### src/rtl/lcd_char_responder.sv
// lcd_char_responder
// Stand-in for an HD44780-style 8-bit character LCD. Decodes bus instructions
// and data accesses, keeps a 2x16 DDRAM image, models busy time and exposes the
// display contents through a registered debug read port.
//
// Ports:
//   clk, rst           system clock, synchronous active-low reset
//   lcd_e              bus enable (asynchronous to clk)
//   lcd_rs, lcd_rw     register select (0 instr/status, 1 data), 0 write / 1 read
//   lcd_data_in        bus data from the initiator
//   lcd_data_out/_oe   read data and its drive enable
//   busy               internal busy flag
//   cursor_addr        DDRAM address counter (AC)
//   disp_on, entry_inc display-on bit and I/D bit
//   err_cnt            saturating count of accesses rejected while busy
//   rd_addr, rd_char   debug cell index (0-15 line 1, 16-31 line 2) and its byte
module lcd_char_responder #(
    parameter int unsigned CMD_CYC   = 4,
    parameter int unsigned CLEAR_CYC = 64
) (
    input  logic       clk,
    input  logic       rst,
    input  logic       lcd_e,
    input  logic       lcd_rs,
    input  logic       lcd_rw,
    input  logic [7:0] lcd_data_in,
    output logic [7:0] lcd_data_out,
    output logic       lcd_data_oe,
    output logic       busy,
    output logic [6:0] cursor_addr,
    output logic       disp_on,
    output logic       entry_inc,
    output logic [7:0] err_cnt,
    input  logic [4:0] rd_addr,
    output logic [7:0] rd_char
);

    // The sweep alone needs 32 cycles, so clear can never be shorter than that.
    localparam int unsigned ClearTotal = (CLEAR_CYC < 32) ? 32 : CLEAR_CYC;
    localparam int unsigned CmdTotal   = (CMD_CYC < 1) ? 1 : CMD_CYC;
    localparam logic [15:0] ClearLast  = 16'(ClearTotal - 1);
    localparam logic [15:0] CmdLast    = 16'(CmdTotal - 1);

    localparam logic [1:0] StClearSweep = 2'd0;
    localparam logic [1:0] StIdle       = 2'd1;
    localparam logic [1:0] StExec       = 2'd2;

    // Bus synchronizers and capture registers
    logic       e_s1_q, e_s2_q, e_prev_q;
    logic       rs_s1_q, rs_s2_q, rw_s1_q, rw_s2_q;
    logic [7:0] data_s1_q, data_s2_q;
    logic       rs_cap_q, rw_cap_q;
    logic [7:0] data_cap_q;
    logic [7:0] dout_q;

    // Controller state
    logic [1:0]  state_q, state_d;
    logic [15:0] cnt_q, cnt_d;
    logic [6:0]  ac_q, ac_d;
    logic        disp_on_q, disp_on_d;
    logic        cursor_q, cursor_d;
    logic        blink_q, blink_d;
    logic        entry_inc_q, entry_inc_d;
    logic        shift_q, shift_d;
    logic        dl_q, dl_d;
    logic        n_q, n_d;
    logic        cgram_q, cgram_d;
    logic [7:0]  err_q, err_d;
    logic [7:0]  rd_char_q;

    logic [7:0] mem_q [32];
    logic       mem_we;
    logic [4:0] mem_wa;
    logic [7:0] mem_wd;

    logic       e_fall;
    logic       status_rd;
    logic       cell_valid;
    logic [4:0] cell_idx;
    logic [7:0] cell_rd_data;

    // Configuration bits held for completeness; nothing in this model consumes them.
    logic unused_cfg;
    assign unused_cfg = ^{dl_q, n_q, cursor_q, blink_q, shift_q};

    function automatic logic [6:0] ac_step(input logic [6:0] ac, input logic inc);
        logic [6:0] nxt;
        if (inc) begin
            if (ac == 7'h0F)      nxt = 7'h40;
            else if (ac == 7'h4F) nxt = 7'h00;
            else                  nxt = ac + 7'd1;
        end else begin
            if (ac == 7'h00)      nxt = 7'h4F;
            else if (ac == 7'h40) nxt = 7'h0F;
            else                  nxt = ac - 7'd1;
        end
        return nxt;
    endfunction

    assign busy      = (state_q != StIdle);
    assign e_fall    = e_prev_q & ~e_s2_q;
    assign status_rd = ~rs_cap_q & rw_cap_q;

    // Line 1 is AC 0x00-0x0F, line 2 is AC 0x40-0x4F; AC[6] selects the line.
    assign cell_valid   = (ac_q[5:4] == 2'b00);
    assign cell_idx     = {ac_q[6], ac_q[3:0]};
    assign cell_rd_data = (cell_valid && !cgram_q) ? mem_q[cell_idx] : 8'h20;

    assign lcd_data_out = dout_q;
    assign lcd_data_oe  = e_s2_q & e_prev_q & rw_cap_q;
    assign cursor_addr  = ac_q;
    assign disp_on      = disp_on_q;
    assign entry_inc    = entry_inc_q;
    assign err_cnt      = err_q;
    assign rd_char      = rd_char_q;

    always_comb begin
        state_d     = state_q;
        cnt_d       = cnt_q;
        ac_d        = ac_q;
        disp_on_d   = disp_on_q;
        cursor_d    = cursor_q;
        blink_d     = blink_q;
        entry_inc_d = entry_inc_q;
        shift_d     = shift_q;
        dl_d        = dl_q;
        n_d         = n_q;
        cgram_d     = cgram_q;
        err_d       = err_q;
        mem_we      = 1'b0;
        mem_wa      = 5'd0;
        mem_wd      = 8'h00;

        case (state_q)
            StClearSweep: begin
                if (cnt_q < 16'd32) begin
                    mem_we = 1'b1;
                    mem_wa = cnt_q[4:0];
                    mem_wd = 8'h20;
                end
                if (cnt_q == ClearLast) begin
                    state_d = StIdle;
                    cnt_d   = '0;
                end else begin
                    cnt_d = cnt_q + 16'd1;
                end
            end
            StExec: begin
                if (cnt_q == CmdLast) begin
                    state_d = StIdle;
                    cnt_d   = '0;
                end else begin
                    cnt_d = cnt_q + 16'd1;
                end
            end
            default: ;
        endcase

        // Commit; state is StIdle whenever busy is low, so overriding state_d is safe.
        if (e_fall && !status_rd) begin
            if (busy) begin
                if (err_q != 8'hFF) err_d = err_q + 8'd1;
            end else if (!rs_cap_q) begin
                state_d = StExec;
                cnt_d   = '0;
                casez (data_cap_q)
                    8'b1???????: begin
                        ac_d    = data_cap_q[6:0];
                        cgram_d = 1'b0;
                    end
                    8'b01??????: cgram_d = 1'b1;
                    8'b001?????: begin
                        dl_d = data_cap_q[4];
                        n_d  = data_cap_q[3];
                    end
                    8'b0001????: begin
                        if (!data_cap_q[3]) ac_d = ac_step(ac_q, data_cap_q[2]);
                    end
                    8'b00001???: begin
                        disp_on_d = data_cap_q[2];
                        cursor_d  = data_cap_q[1];
                        blink_d   = data_cap_q[0];
                    end
                    8'b000001??: begin
                        entry_inc_d = data_cap_q[1];
                        shift_d     = data_cap_q[0];
                    end
                    8'b0000001?: begin
                        ac_d    = 7'h00;
                        cgram_d = 1'b0;
                    end
                    8'b00000001: begin
                        state_d     = StClearSweep;
                        ac_d        = 7'h00;
                        entry_inc_d = 1'b1;
                        cgram_d     = 1'b0;
                    end
                    default: state_d = StIdle;
                endcase
            end else begin
                state_d = StExec;
                cnt_d   = '0;
                // In CGRAM mode data accesses neither touch DDRAM nor move AC.
                if (!cgram_q) begin
                    if (!rw_cap_q && cell_valid) begin
                        mem_we = 1'b1;
                        mem_wa = cell_idx;
                        mem_wd = data_cap_q;
                    end
                    ac_d = ac_step(ac_q, entry_inc_q);
                end
            end
        end
    end

    always_ff @(posedge clk) begin
        if (!rst) begin
            e_s1_q      <= 1'b0;
            e_s2_q      <= 1'b0;
            e_prev_q    <= 1'b0;
            rs_s1_q     <= 1'b0;
            rs_s2_q     <= 1'b0;
            rw_s1_q     <= 1'b0;
            rw_s2_q     <= 1'b0;
            data_s1_q   <= 8'h00;
            data_s2_q   <= 8'h00;
            rs_cap_q    <= 1'b0;
            rw_cap_q    <= 1'b0;
            data_cap_q  <= 8'h00;
            dout_q      <= 8'h00;
            state_q     <= StClearSweep;
            cnt_q       <= '0;
            ac_q        <= 7'h00;
            disp_on_q   <= 1'b0;
            cursor_q    <= 1'b0;
            blink_q     <= 1'b0;
            entry_inc_q <= 1'b1;
            shift_q     <= 1'b0;
            dl_q        <= 1'b1;
            n_q         <= 1'b1;
            cgram_q     <= 1'b0;
            err_q       <= 8'h00;
            rd_char_q   <= 8'h00;
        end else begin
            e_s1_q    <= lcd_e;
            e_s2_q    <= e_s1_q;
            e_prev_q  <= e_s2_q;
            rs_s1_q   <= lcd_rs;
            rs_s2_q   <= rs_s1_q;
            rw_s1_q   <= lcd_rw;
            rw_s2_q   <= rw_s1_q;
            data_s1_q <= lcd_data_in;
            data_s2_q <= data_s1_q;
            if (e_s2_q) begin
                rs_cap_q   <= rs_s2_q;
                rw_cap_q   <= rw_s2_q;
                data_cap_q <= data_s2_q;
            end
            if (e_s2_q && rw_s2_q) begin
                dout_q <= rs_s2_q ? cell_rd_data : {busy, ac_q};
            end
            state_q     <= state_d;
            cnt_q       <= cnt_d;
            ac_q        <= ac_d;
            disp_on_q   <= disp_on_d;
            cursor_q    <= cursor_d;
            blink_q     <= blink_d;
            entry_inc_q <= entry_inc_d;
            shift_q     <= shift_d;
            dl_q        <= dl_d;
            n_q         <= n_d;
            cgram_q     <= cgram_d;
            err_q       <= err_d;
            rd_char_q   <= mem_q[rd_addr];
        end
    end

    // DDRAM has no reset of its own; the clear sweep started by reset fills it.
    always_ff @(posedge clk) begin
        if (rst && mem_we) mem_q[mem_wa] <= mem_wd;
    end

endmodule
### config.mk
export PLATFORM = sky130hd
export DESIGN_NAME = lcd_char_responder
export DESIGN_NICKNAME = d
export VERILOG_FILES = /design/src/rtl/lcd_char_responder.sv
export SDC_FILE = /design/constraint.sdc
export NUM_CORES = 1
export LEC_CHECK = 0
export ABC_AREA = 1
export BUFFER_PORTS_ARGS = -buffer_cell sky130_fd_sc_hd__clkbuf_2
export CORE_ASPECT_RATIO = 0.5
export CORE_MARGIN = 4
export CORE_UTILIZATION = 55
export DETAILED_ROUTE_END_ITERATION = 6
export PLACE_DENSITY_LB_ADDON = 0.2
export SETUP_SLACK_MARGIN = 0.4
export SYNTH_ARGS = -nofsm -noshare
export SYNTH_HDL_FRONTEND = slang
export SYNTH_SLANG_ARGS = --single-unit
### constraint.sdc
create_clock -name clk -period 3.65 [get_ports clk]
set_clock_uncertainty 0.1 [all_clocks]
set_input_delay 0.365 -clock clk [delete_from_list [all_inputs] [get_ports clk]]
set_output_delay 0.365 -clock clk [all_outputs]
set_load 0.03 [all_outputs]
After elaboration in Yosys (flattened, before gate mapping)
Memory sizes are Yosys's and may differ from the RTL's. A register that Yosys moved wholly into a read port is not among the register bits.
Index checks and enable logic that the tools add are counted.
{ "word_totals": {"regBits": 77, "output_inout_bits": 35, "elab_cells": 124, "mem_count": 1, "inputBits": 18, "mem_bits_rw": 256} }
{ "memory_table": {"columns": ["name", "words", "word_bits", "read_ports", "rd_ports_with_merged_regs", "write_ports", "line_no", "source"], "rows": [
  ["mem_q", 32, 8, 2, 2, 1, "71", "logic [7:0] mem_q [32];"]
]} }
{ "classes": {"n_reduce_logical": 23, "n_lt_le_gt_ge": 1, "n_eq_ne": 17, "n_bitwise": 7, "n_mux": 51, "addsub": 4} }
{ "ops": {"columns": ["op", "n"], "rows": [
  ["$mux W16", 4],
  ["$mux W7", 9],
  ["$mux W8", 7],
  ["$mux W5", 9],
  ["$pmux W16 S2", 1],
  ["$pmux W7 S3", 1],
  ["$add A16 B1 Y16 const B", 1],
  ["$eq A16 B2 Y1 const B", 1],
  ["$eq A16 B6 Y1 const B", 1],
  ["$lt A16 B6 Y1 const B", 1],
  ["$eq A7 B7 Y1 const B", 2],
  ["$mux W6", 2],
  ["$reduce_and A4 Y1", 3],
  ["$mux W2", 5],
  ["$mux W1", 9],
  ["$add A8 B1 Y8 const B", 1],
  ["$eq A8 B1 Y1 const B", 1],
  ["$ne A8 B8 Y1 const B", 1],
  ["$pmux W2 S2", 2],
  ["$add A7 B1 Y7 const B", 1],
  ["$eq A7 B1 Y1 const B", 1],
  ["$eq A7 B4 Y1 const B", 1],
  ["$logic_not A7 Y1", 1],
  ["$reduce_or A7 Y1", 1],
  ["other kinds (22)", 37]
]} }

Longest topological paths before layout
Gate-level depths: netlist of the first run.
{ "logic_depth": {"ltp_word": 11, "ltp_mapped": 12, "mapped_depth_nobuf": 12} }

Worst setup path after synthesis of the first run
Ideal clock, no wire load.
{ "synth_path": {"path_type": "register to register", "startpoint": "reg state_q[1]", "endpoint": "mem mem_q[0][5] (data pin)", "setup_ps": 454, "arrival_time_ps": 2468, "path_stages_with_launch": 7, "path_slack_ps": 628, "path_buffers": 1, "synth_period_minus_slack_ps": 3022, "required_time_ps": 3096, "path_cell_list": "dfxtp_1 inv_1 nand2_1 nor2_4 nand2_4 buf_6 o21ai_0"} }
{ "synth_via": {"word_cells_on_any_way": 8, "classes_between": "eq/ne: 1; mux: 6; reduce/logical: 1"} }
{ "synth_lines": {"columns": ["element", "line_no", "source"], "rows": [
  ["from (decl)", "57", "logic [1:0] state_q, state_d;"],
  ["from (signal assigned)", "231", "state_q <= StClearSweep;"],
  ["from (signal assigned)", "262", "state_q <= state_d;"],
  ["$ne A2 B1 Y1", "100", "assign busy = (state_q != StIdle);"],
  ["net busy", "29", "output logic busy,"],
  ["$mux W8", "161", "if (busy) begin"],
  ["$mux W8", "160", "if (e_fall && !status_rd) begin"],
  ["net mem_wd[5]", "74", "logic [7:0] mem_wd;"],
  ["to (decl)", "71", null]
]} }
The timed path passes the listed nets, and every way through them passes these cells.

Final worst setup path of the first run
{ "layout_path": {"startpoint": "reg rs_cap_q", "endpoint": "mem mem_q[15][1], enable pin"} }
{ "layout_via": {"elab_chain_len": 8, "word_cells_on_any_way": 13, "classes_between": "mux: 8; bitwise: 2; reduce/logical: 3"} }
{ "layout_lines": {"columns": ["element", "line_no", "source"], "rows": [
  ["from (decl)", "52", "logic rs_cap_q, rw_cap_q;"],
  ["from (signal assigned)", "255", "rs_cap_q <= rs_s2_q;"],
  ["$not A1 Y1 (no source line)", null, null],
  ["$and A1 B1 Y1", "102", "assign status_rd = ~rs_cap_q & rw_cap_q;"],
  ["$logic_not A1 Y1", "160", null],
  ["$logic_and A1 B1 Y1", "160", null],
  ["$mux W1", "160", null],
  ["$logic_and A1 B1 Y1", "280", "if (rst && mem_we) mem_q[mem_wa] <= mem_wd;"],
  ["$mux W1", "280", null],
  ["$mux W1 (implied by the code)", "280", null]
]} }
Parallel ways exist; a longest one is shown, timed or not.

==> impl_results.md, run 1 <==
- Sequential fraction of the synthesis area: 56.21%
- Vias in the first global route: 13350
- Clk Latency, worst-skew pair: 0.59 ns
- Via count: 14420
- WS Path Type: flip-flop to flip-flop
- Commonest non-fill, non-tap cell in the layout: nand2_1
- Detailed Routing Iterations Pass 1: 6
- Mux cell area share after synthesis: 0%
- Drt initial violations: 2062
- Die Span X: 255.8 um
- Critical path startpoint category: flip-flop
- Routed Antenna Nets: 0
- Synth Area per Inst: 8.793 um2
- Post-synth ARST share: 0%
- Post-synthesis instance total: 1920
- GRT Residual Overflow: 0
- Clk pin slew, worst setup/hold paths: 0.07 ns
- Share of cells above drive strength 1: 8.974%
- CTS tree: built
- Area grow syn2layout: 10.13%
- # diodes: 0
- Library cells used by synthesis: 42
- EDFF count, synth: 256
- Post-synthesis adder-cell area fraction: 0.2965%
- Number of remaining DRC errors: 0
- Die Height: 131.9 um
- Hold violation count in the final report: 0
- Max Cap Viol: 0
- Mapped Nets: 1942
- RSZ-0062 raised after global routing: no
- Max Clk Rate: 0.3318 GHz
- TNS Setup: 0 ns
- Seq cells post-synth: 346
- Worst EP arrival: 3.13 ns
- Die Area: 33730 um2
- Initial antenna violation count: 0
- Bufs on Longest Clock Path: 3
- Largest net degree at the start of global routing: 129
- Hold crit path type: primary input to flip-flop
- Starting Density: 55.73%
- Slew Limit Fails: 0
- Port bufs: 52
- CTS root buf: clkbuf_16
- Simple-Gate Fraction of Synth Area: 20.80%
- Final HPWL DP: 31420 um
- Power per cell area: 429.4 nW/um2
- First-pass GRT wire length: 77470 um
- Average wire per standard cell: 21.52 um
- Core area: 30290 um2
- Most frequent cells in the layout: 373 x nand2_1, 292 x nor2_1, 256 x edfxtp_1, 251 x o21ai_0, 131 x nand3_1
- Synthesized area: 16880 um2
- LEAKAGE: 6.642 nW
- FILL cells: 2482
- Placement row count: 45
- Post_cts resized: 0
- Tmin final: 3.014 ns
- Drt total wl: 50540 um
- H-Tree Depth: 1
- Setup violators final: 0
- Vias per inst: 6.138
- Largest family of logic cells by synthesized area: simple AND/OR/NAND/NOR gates
- Max_slew headroom: 27.47%
- Fin crit share: 82.57%
- Crit path max fanout: 16
- Layout Nets: 1947
- Crit path required time: 3.77 ns
- Worst hold margin: 0.2394 ns
- Setup bufs post-CTS: 0
- VDD IR-drop max: 344.1 uV
- Warnings from Yosys: 0
- Sink Count: 346
- CTS Buf Count: 31
- Tot GR Track Use: 29.08%
- Final Wtd Congestion: 0.9527
- CP endpoint kind: flip-flop
- Compound-Gate Fraction of Synth Area: 15.87%
- Post-route design area: 18590 um2
- Commonest register cell after synthesis: edfxtp_1
- Worst slew pin tran: 1.087 ns
- I/O Pins: 53
- Post-synthesis xor/xnor area fraction: 1.089%
- Cell Area, Placed: 17460 um2
- Status: completed
[synth_stat cells (6+ instances only)]
master    number  share of area, %
inv_1        115               2.6
o21ai_0      252               7.5
inv_2          6              0.13
o211ai_1      69               3.1
dfxtp_1       90                11
xor2_1        15              0.78
clkbuf_1      77               1.7
buf_2         33              0.98
nor3_1        14              0.42
edfxtp_1     256                46
a21oi_1       67               2.0
xnor2_1        6              0.31
o221ai_1      34               1.8
nand2_4        6              0.40
nor2_1       299               6.6
buf_1          7              0.16
nand2_1      373               8.3
o22ai_1       21              0.78
nand3_1      131               3.9
[layout make-up]
class                      instances  area (um2)  share of cell area, %
clock inverter                    14       105.1                 0.5653
inverter                         123       465.4                  2.503
multi-input combinational       1331        6446                  34.67
tap                              399       499.2                  2.685
sequential                       346        9494                  51.06
clock buffer                      44       917.1                  4.933
timing repair buffer              92       665.6                  3.580
[sequential cells by signal (all words and copies together), names as in the netlist, named ones only]
name          cells
mem_q           256
rw_s1_q           1
cursor_addr       7
rw_s2_q           1
e_prev_q          1
data_cap_q        8
cgram_q           1
lcd_data_out      8
rs_cap_q          1
rw_cap_q          1
cnt_q            16
data_s2_q         8
e_s1_q            1
disp_on           1
rd_char           8
data_s1_q         8
entry_inc         1
e_s2_q            1
err_cnt           8
rs_s2_q           1
state_q           2
rs_s1_q           1
[cell families (layout without fill, tap and decap cells)]
logic type      count (synthesis)  after routing
simple gates                  848            848
fa+ha+maj                       4              4
buf+inv                       243            273
compound gates                458            458
xor+xnor                       21             21
flops                         346            346
[metrics by stage]
step	setup WS (ns)	total power [W]	utilization, %	cells
after CTS	0.7014	0.007992	61.38	2349
after global placement	0.7356	0.004751	57.64	2280
final	0.6362	0.007984	61.38	2349
after global routing	0.4229	0.008202	61.38	2349
after floorplan	0.6284	0.004609	-	1920
after detailed placement	0.7054	0.004755	57.64	2280
[final timing paths]
check             slack (ns)  cells after the start            to        from
setup / recovery        0.64                      8  mem_q[15][1]    rs_cap_q
hold / removal          0.24                      5    rd_char[7]  rd_addr[3]
setup reg to reg        0.64                      8  mem_q[15][1]    rs_cap_q
hold reg to reg         0.31                      2       rs_s2_q     rs_s1_q
[worst max-delay path, cell delays in order, from the launching register on]
cell	delay [ns]
dfxtp_1	0.45
inv_2	0.17
nand2_2	0.09
nand3_2	0.10
nor2_4	0.16
nand2_4	0.17
o22ai_2	0.41
nand3_1	0.30
nor2_1	0.71
[layer usage]
metal	up-vias	GRT usage (%)	wire length [um]
met3	111	7.446	6581
met2	925	43.23	21580
met5	-	0	0
li1	6644	-	-
met4	0	9.948	1612
met1	6738	41.90	20770
[repair_timing]
item                                    CTS  global route
endpoints found under the setup margin    0             0
endpoints found under the hold margin    11             0
hold buffers                             11             0
[power breakdown]
group / switching, W / leakage, nW / internal [W]
Sequential: 0.0000304 / 2.63 / 0.00422
Combinational: 0.000326 / 3.51 / 0.000122
Clock: 0.00146 / 0.505 / 0.00182
No activity file was read; power rests on OpenSTA's default activity.
==> run 2: changes to the inputs <==
clock period = 2.8 ns   (was 3.65 ns; I/O delays follow)
==> run 2 against run 1 <==
Effect of this change: worst setup slack got worse by 0.21 ns; global-route usage increased by 0.68 points; non-clock buffer count increased by 56; highest routed layer unchanged; clock power increased by 26%; total power increased by 29%; largest cell class unchanged; core utilization increased by 1.9 points; largest power group unchanged; critical path type unchanged; combinational power increased by 42%.
==> impl_results.md, run 2 (same netlist as run 1, synthesis figures left out) <==
- Commonest non-fill, non-tap cell in the layout: nand2_1
- Fin crit share: 84.83%
- Tmin final: 2.375 ns
- RSZ-0062 raised after global routing: yes
- VDD IR-drop max: 501.6 uV
- Status: completed
- Routed Antenna Nets: 0
- Slew Limit Fails: 0
- Critical path startpoint category: flip-flop
- Drt total wl: 51730 um
- Number of flip-flops under the largest register name: 256
- Max_slew headroom: 26.35%
- Detailed Routing Iterations Pass 1: 6
- Die Height: 131.9 um
- Vias per inst: 6.151
- # diodes: 0
- Die Area: 33730 um2
- Largest net degree at the start of global routing: 125
- Worst setup margin: 0.4246 ns
- LEAKAGE: 6.965 nW
- Vias in the first global route: 13550
- Port bufs: 52
- Initial antenna violation count: 0
- Slowest stage delay, CP: 0.38 ns
- Area grow syn2layout: 13.62%
- TNS Setup: 0 ns
- Sink Count: 346
- CP endpoint kind: flip-flop
- Power per cell area: 538.0 nW/um2
- Drt initial violations: 2060
- Most frequent cells in the layout: 370 x nand2_1, 288 x nor2_1, 256 x edfxtp_1, 251 x o21ai_0, 126 x nand3_1
- Tot GR Track Use: 29.76%
- Final Wtd Congestion: 0.9351
- Hold violation count in the final report: 0
- Top reg by flops: mem_q
- Core area: 30290 um2
- First-pass GRT wire length: 78870 um
- Setup violators final: 0
- Slowest CP cell: dfxtp_4
- WS Path Type: flip-flop to flip-flop
- Number of remaining DRC errors: 0
- Share of cells above drive strength 1: 12.51%
- Average wire per standard cell: 21.51 um
- Bufs on Longest Clock Path: 3
- Max Clk Rate: 0.4210 GHz
- CTS tree: built
- Crit path required time: 2.98 ns
- GRT Residual Overflow: 0
- Crit path cell chain: nor2_4, nand2_1, nor3_4, nand2_4, buf_4, o22ai_4, nand2_4, buf_6, nor2_1, buf_4
- Biggest regs: mem_q (256), cnt_q (16)
- Via count: 14790
- Clk pin slew, worst setup/hold paths: 0.07 ns
- Final HPWL DP: 32070 um
- Crit path max fanout: 9
- Power Total: 0.01032 W
- Clk Latency, worst-skew pair: 0.59 ns
- CP delay by family, top: simple AND/OR/NAND/NOR gates
- Layout Nets: 2004
- CTS root buf: clkbuf_16
- H-Tree Depth: 1
- CTS Buf Count: 31
- Worst EP arrival: 2.55 ns
- Starting Density: 55.73%
- Hold crit path type: primary input to flip-flop
- Buf/Inv on CP: 3
- I/O Pins: 53
- Die Span X: 255.8 um
- Placement row count: 45
- Worst slew pin tran: 1.104 ns
- Max Cap Viol: 0
- Post-Place Setup Slack: 0.2162 ns
[run 2: cell count changes in the layout (fill, tap and decap cells not counted), sizes merged]
cell and delta:
clkbuf -9, clkinv +9, bufinv +1, buf +55, dlygate4sd3 +1, clkinvlp -2, nand2 +1
[run 2: power breakdown]
group          internal, W  switching [W]  total [W]
sequential         0.00549      0.0000322    0.00553
clock              0.00223        0.00192    0.00416
combinational     0.000188       0.000449   0.000637
total              0.00792        0.00240     0.0103
[run 2: what timing repair did]
action | CTS | global route
hold endpoints to repair | 13 | 0
hold buffers | 12 | 0
gates resized for setup | 12 | 26
pin swaps | 3 | 8
setup endpoints to repair | 213 | 260
cloned | 1 | 0
setup buffers | 2 | 8
[run 2: final timing paths]
kind	from	end	slack [ns]	cells past startpoint
min	rd_addr[4]	rd_char[4]	0.14	3
min reg2reg	data_s1_q[2]	data_s2_q[2]	0.31	2
max reg2reg	cursor_addr[4]	mem_q[30][0]	0.42	10
max	cursor_addr[4]	mem_q[30][0]	0.42	10
[run 2: worst reg2reg max path, stage by stage, from the launching register on]
cell	delay, ns
dfxtp_4	0.38
nor2_4	0.13
nand2_1	0.12
nor3_4	0.22
nand2_4	0.14
buf_4	0.16
o22ai_4	0.24
nand2_4	0.13
buf_6	0.18
nor2_1	0.11
buf_4	0.18
[run 2: per-stage QoR]
stage	utilization, %	instances	hold slack [ns]	instance area, um2
5_1_grt	63.33	2405	0.1509	19180
3_3_place_gp	58.92	2325	0.2947	17850
6_report	63.33	2405	0.1372	19180
2_1_floorplan	-	1920	0.2776	16890
3_5_place_dp	58.92	2325	0.2961	17850
4_1_cts	62.80	2397	0.1121	19020
[run 2: metal layers]
| layer | share of wire [%] | GRT usage, % | up-vias | wire [um] |
|---|---|---|---|---|
| met2 | 43 | 45.02 | 987 | 22420 |
| met4 | 3.7 | 9.796 | 0 | 1938 |
| met5 | 0 | 0 | - | 0 |
| met3 | 13 | 7.618 | 142 | 6558 |
| li1 | - | - | 6773 | - |
| met1 | 40 | 42.36 | 6890 | 20810 |
[run 2: layout make-up]
type	count	area, um2
clock buffers	35	790.8
clock inverters	22	181.4
fillers	2445	11110
inverters	123	473.0
multi-input cells	1332	6575
flip-flops and latches	346	9505
well taps	399	499.2
repair buffers	148	1157
==> run 3: changes to the inputs <==
clock period = 2.33 ns   (was 2.8 ns; I/O delays follow)
==> run 3 against run 2 <==
Effect of this change: the run now ends with design-rule violations left; non-clock buffer count grew 52; maximum frequency rose by 4.7%; sequential share of layout area fell by 4.5 points; combinational power rose by 33%; die area unchanged; via count grew 5.7%.
==> impl_results.md, run 3 (same netlist as run 1, synthesis figures left out) <==
- Power per cell area: 604.9 nW/um2
- Clk pin slew, worst setup/hold paths: 0.07 ns
- Clk Latency, worst-skew pair: 0.60 ns
- Power Total: 0.01277 W
- VDD IR-drop max: 619.5 uV
- Largest net degree at the start of global routing: 72
- Crit path required time: 2.51 ns
- Worst reg2reg path endpoint: mem_q[9][2]
- Post-Place Setup Slack: -0.05422 ns
- Tot GR Track Use: 29.68%
- CTS root buf: clkbuf_16
- LEAKAGE: 7.595 nW
- Via count: 15630
- Vias per inst: 6.367
- Slew Limit Fails: 0
- Crit path cell chain: nor2_4, nand2_2, nor3_4, nand2_4, o21ai_4, inv_2, nor2_4, nand2_8, nor2_4
- # diodes: 0
- Core area: 30290 um2
- First-pass GRT wire length: 79010 um
- Most frequent CP cell: nor2_4
- Critical path startpoint category: flip-flop
- CP endpoint kind: flip-flop
- Share of cells above drive strength 1: 20.67%
- Number of flip-flops under the largest register name: 256
- Commonest non-fill, non-tap cell in the layout: nand2_1
- Tmin final: 2.268 ns
- Inst Count DP: 2327
- Status: complete, but fails checks
- Buf/Inv on CP: 1
- Die Area: 33730 um2
- Most frequent cells in the layout: 357 x nand2_1, 256 x edfxtp_1, 251 x nor2_1, 243 x o21ai_0, 104 x inv_1
- Starting Density: 55.73%
- Top reg by flops: mem_q
- Hold violation count in the final report: 0
- Vias in the first global route: 13730
- CTS tree: built
- Port bufs: 52
- R2R depth: 9
- Final HPWL DP: 33700 um
- Hold crit path type: primary input to flip-flop
- Failing checks: design-rule violations
- Max Clk Rate: 0.4410 GHz
- Average wire per standard cell: 22.98 um
- TNS Setup: 0 ns
- CTS Buf Count: 30
- CP delay by family, top: simple AND/OR/NAND/NOR gates
- Final non-filler cell total: 2455
- Slowest CP cell: dfxtp_4
- WS Path Type: flip-flop to flip-flop
- Final Wtd Congestion: 0.9704
- Setup violators final: 0
- Sink Count: 346
- Die Span X: 255.8 um
- Drt total wl: 56420 um
- Drt initial violations: 2450
- I/O Pins: 53
- Hold Path Depth: 3
- Fin crit share: 97.33%
- H-Tree Depth: 1
- Number of remaining DRC errors: 40
- Max_slew headroom: 59.16%
- Worst slew pin tran: 0.6119 ns
- Worst EP arrival: 2.45 ns
- Layout Nets: 2054
- Routed Antenna Nets: 0
- Worst setup margin: 0.06232 ns
- RSZ-0062 raised after global routing: yes
- Worst reg2reg setup slack: 0.06 ns
- Placement row count: 45
- Area grow syn2layout: 25.02%
- Initial antenna violation count: 0
- Reg2reg start: cursor_addr[5]
- Hold worst-path end: rd_char[3]
- Detailed Routing Iterations Pass 1: 7
- Bufs on Longest Clock Path: 3
- Max Cap Viol: 0
- Crit path max fanout: 8
- Die Height: 131.9 um
- Slowest stage delay, CP: 0.35 ns
- HP Start: rd_addr[4]
- Biggest regs: mem_q (256), cnt_q (16)
- GRT Residual Overflow: 0
- Util after Layout: 69.68%
## run 3: cell types whose count changed in the layout (fill, tap and decap cells not counted), sizes merged, moves of 2 or more
cell and delta:
clkinvlp +3, clkinv -2, buf +39, inv -4
bufinv +2, clkbuf +14
## run 3: final cells by class
type	instances	area, um2
fill	2176	9185
timing repair buffer	200	2231
inverter	123	480.5
sequential	346	9513
tap	399	499.2
clock inverter	21	231.5
multi-input combinational	1331	7351
clock buffer	35	800.8
## run 3: worst max-delay path by stage
stage | to | cells after the start | startpoint
floorplan | mem_q[29][0] | 10 | cursor_addr[5]
global placement | mem_q[23][3] | 7 | cnt_q[10]
detailed placement | mem_q[21][3] | 9 | rs_cap_q
CTS | mem_q[21][2] | 9 | cursor_addr[5]
global route | mem_q[21][2] | 9 | cursor_addr[5]
finish | mem_q[9][2] | 9 | cursor_addr[5]
## run 3: layer usage
layer / routed length [um] / share of wire, % / GRT usage [%]
met5: 0 / 0 / 0
met4: 2647 / 4.7 / 10.25
met3: 8597 / 15 / 7.446
met2: 24280 / 43 / 45.52
met1: 20890 / 37 / 41.64
## run 3: tightest hold or removal path: cells and delay by family
| family | cells | cell delay, ns |
|---|---|---|
| buffers and inverters | 1 | 0.26 |
| AND/OR/NAND/NOR | 2 | 0.21 |
## run 3: timing repair
action | in CTS | in global routing
gates cloned | 0 | 18
pin swaps | 36 | 83
resized for setup | 20 | 148
hold buffers | 11 | 0
endpoints found under the setup margin | 267 | 416
buffers inserted | 15 | 28
hold endpoints to repair | 11 | 0
## run 3: report_power, final
part	switching (W)	total (W)	leakage, nW	internal [W]
clock	0.00236	0.00528	0.501	0.00292
sequential	0.0000357	0.00664	2.63	0.00660
combinational	0.000592	0.000848	4.46	0.000257
total	0.00299	0.0128	7.60	0.00978
## run 3: per-stage QoR
stage,hold WS (ns),instance area [um2]
after global placement,0.2916,18460
after CTS,0.04056,19800
after detailed placement,0.2962,18460
after floorplan,0.2306,17310
after global routing,0.08399,21110
final,0.05170,21110
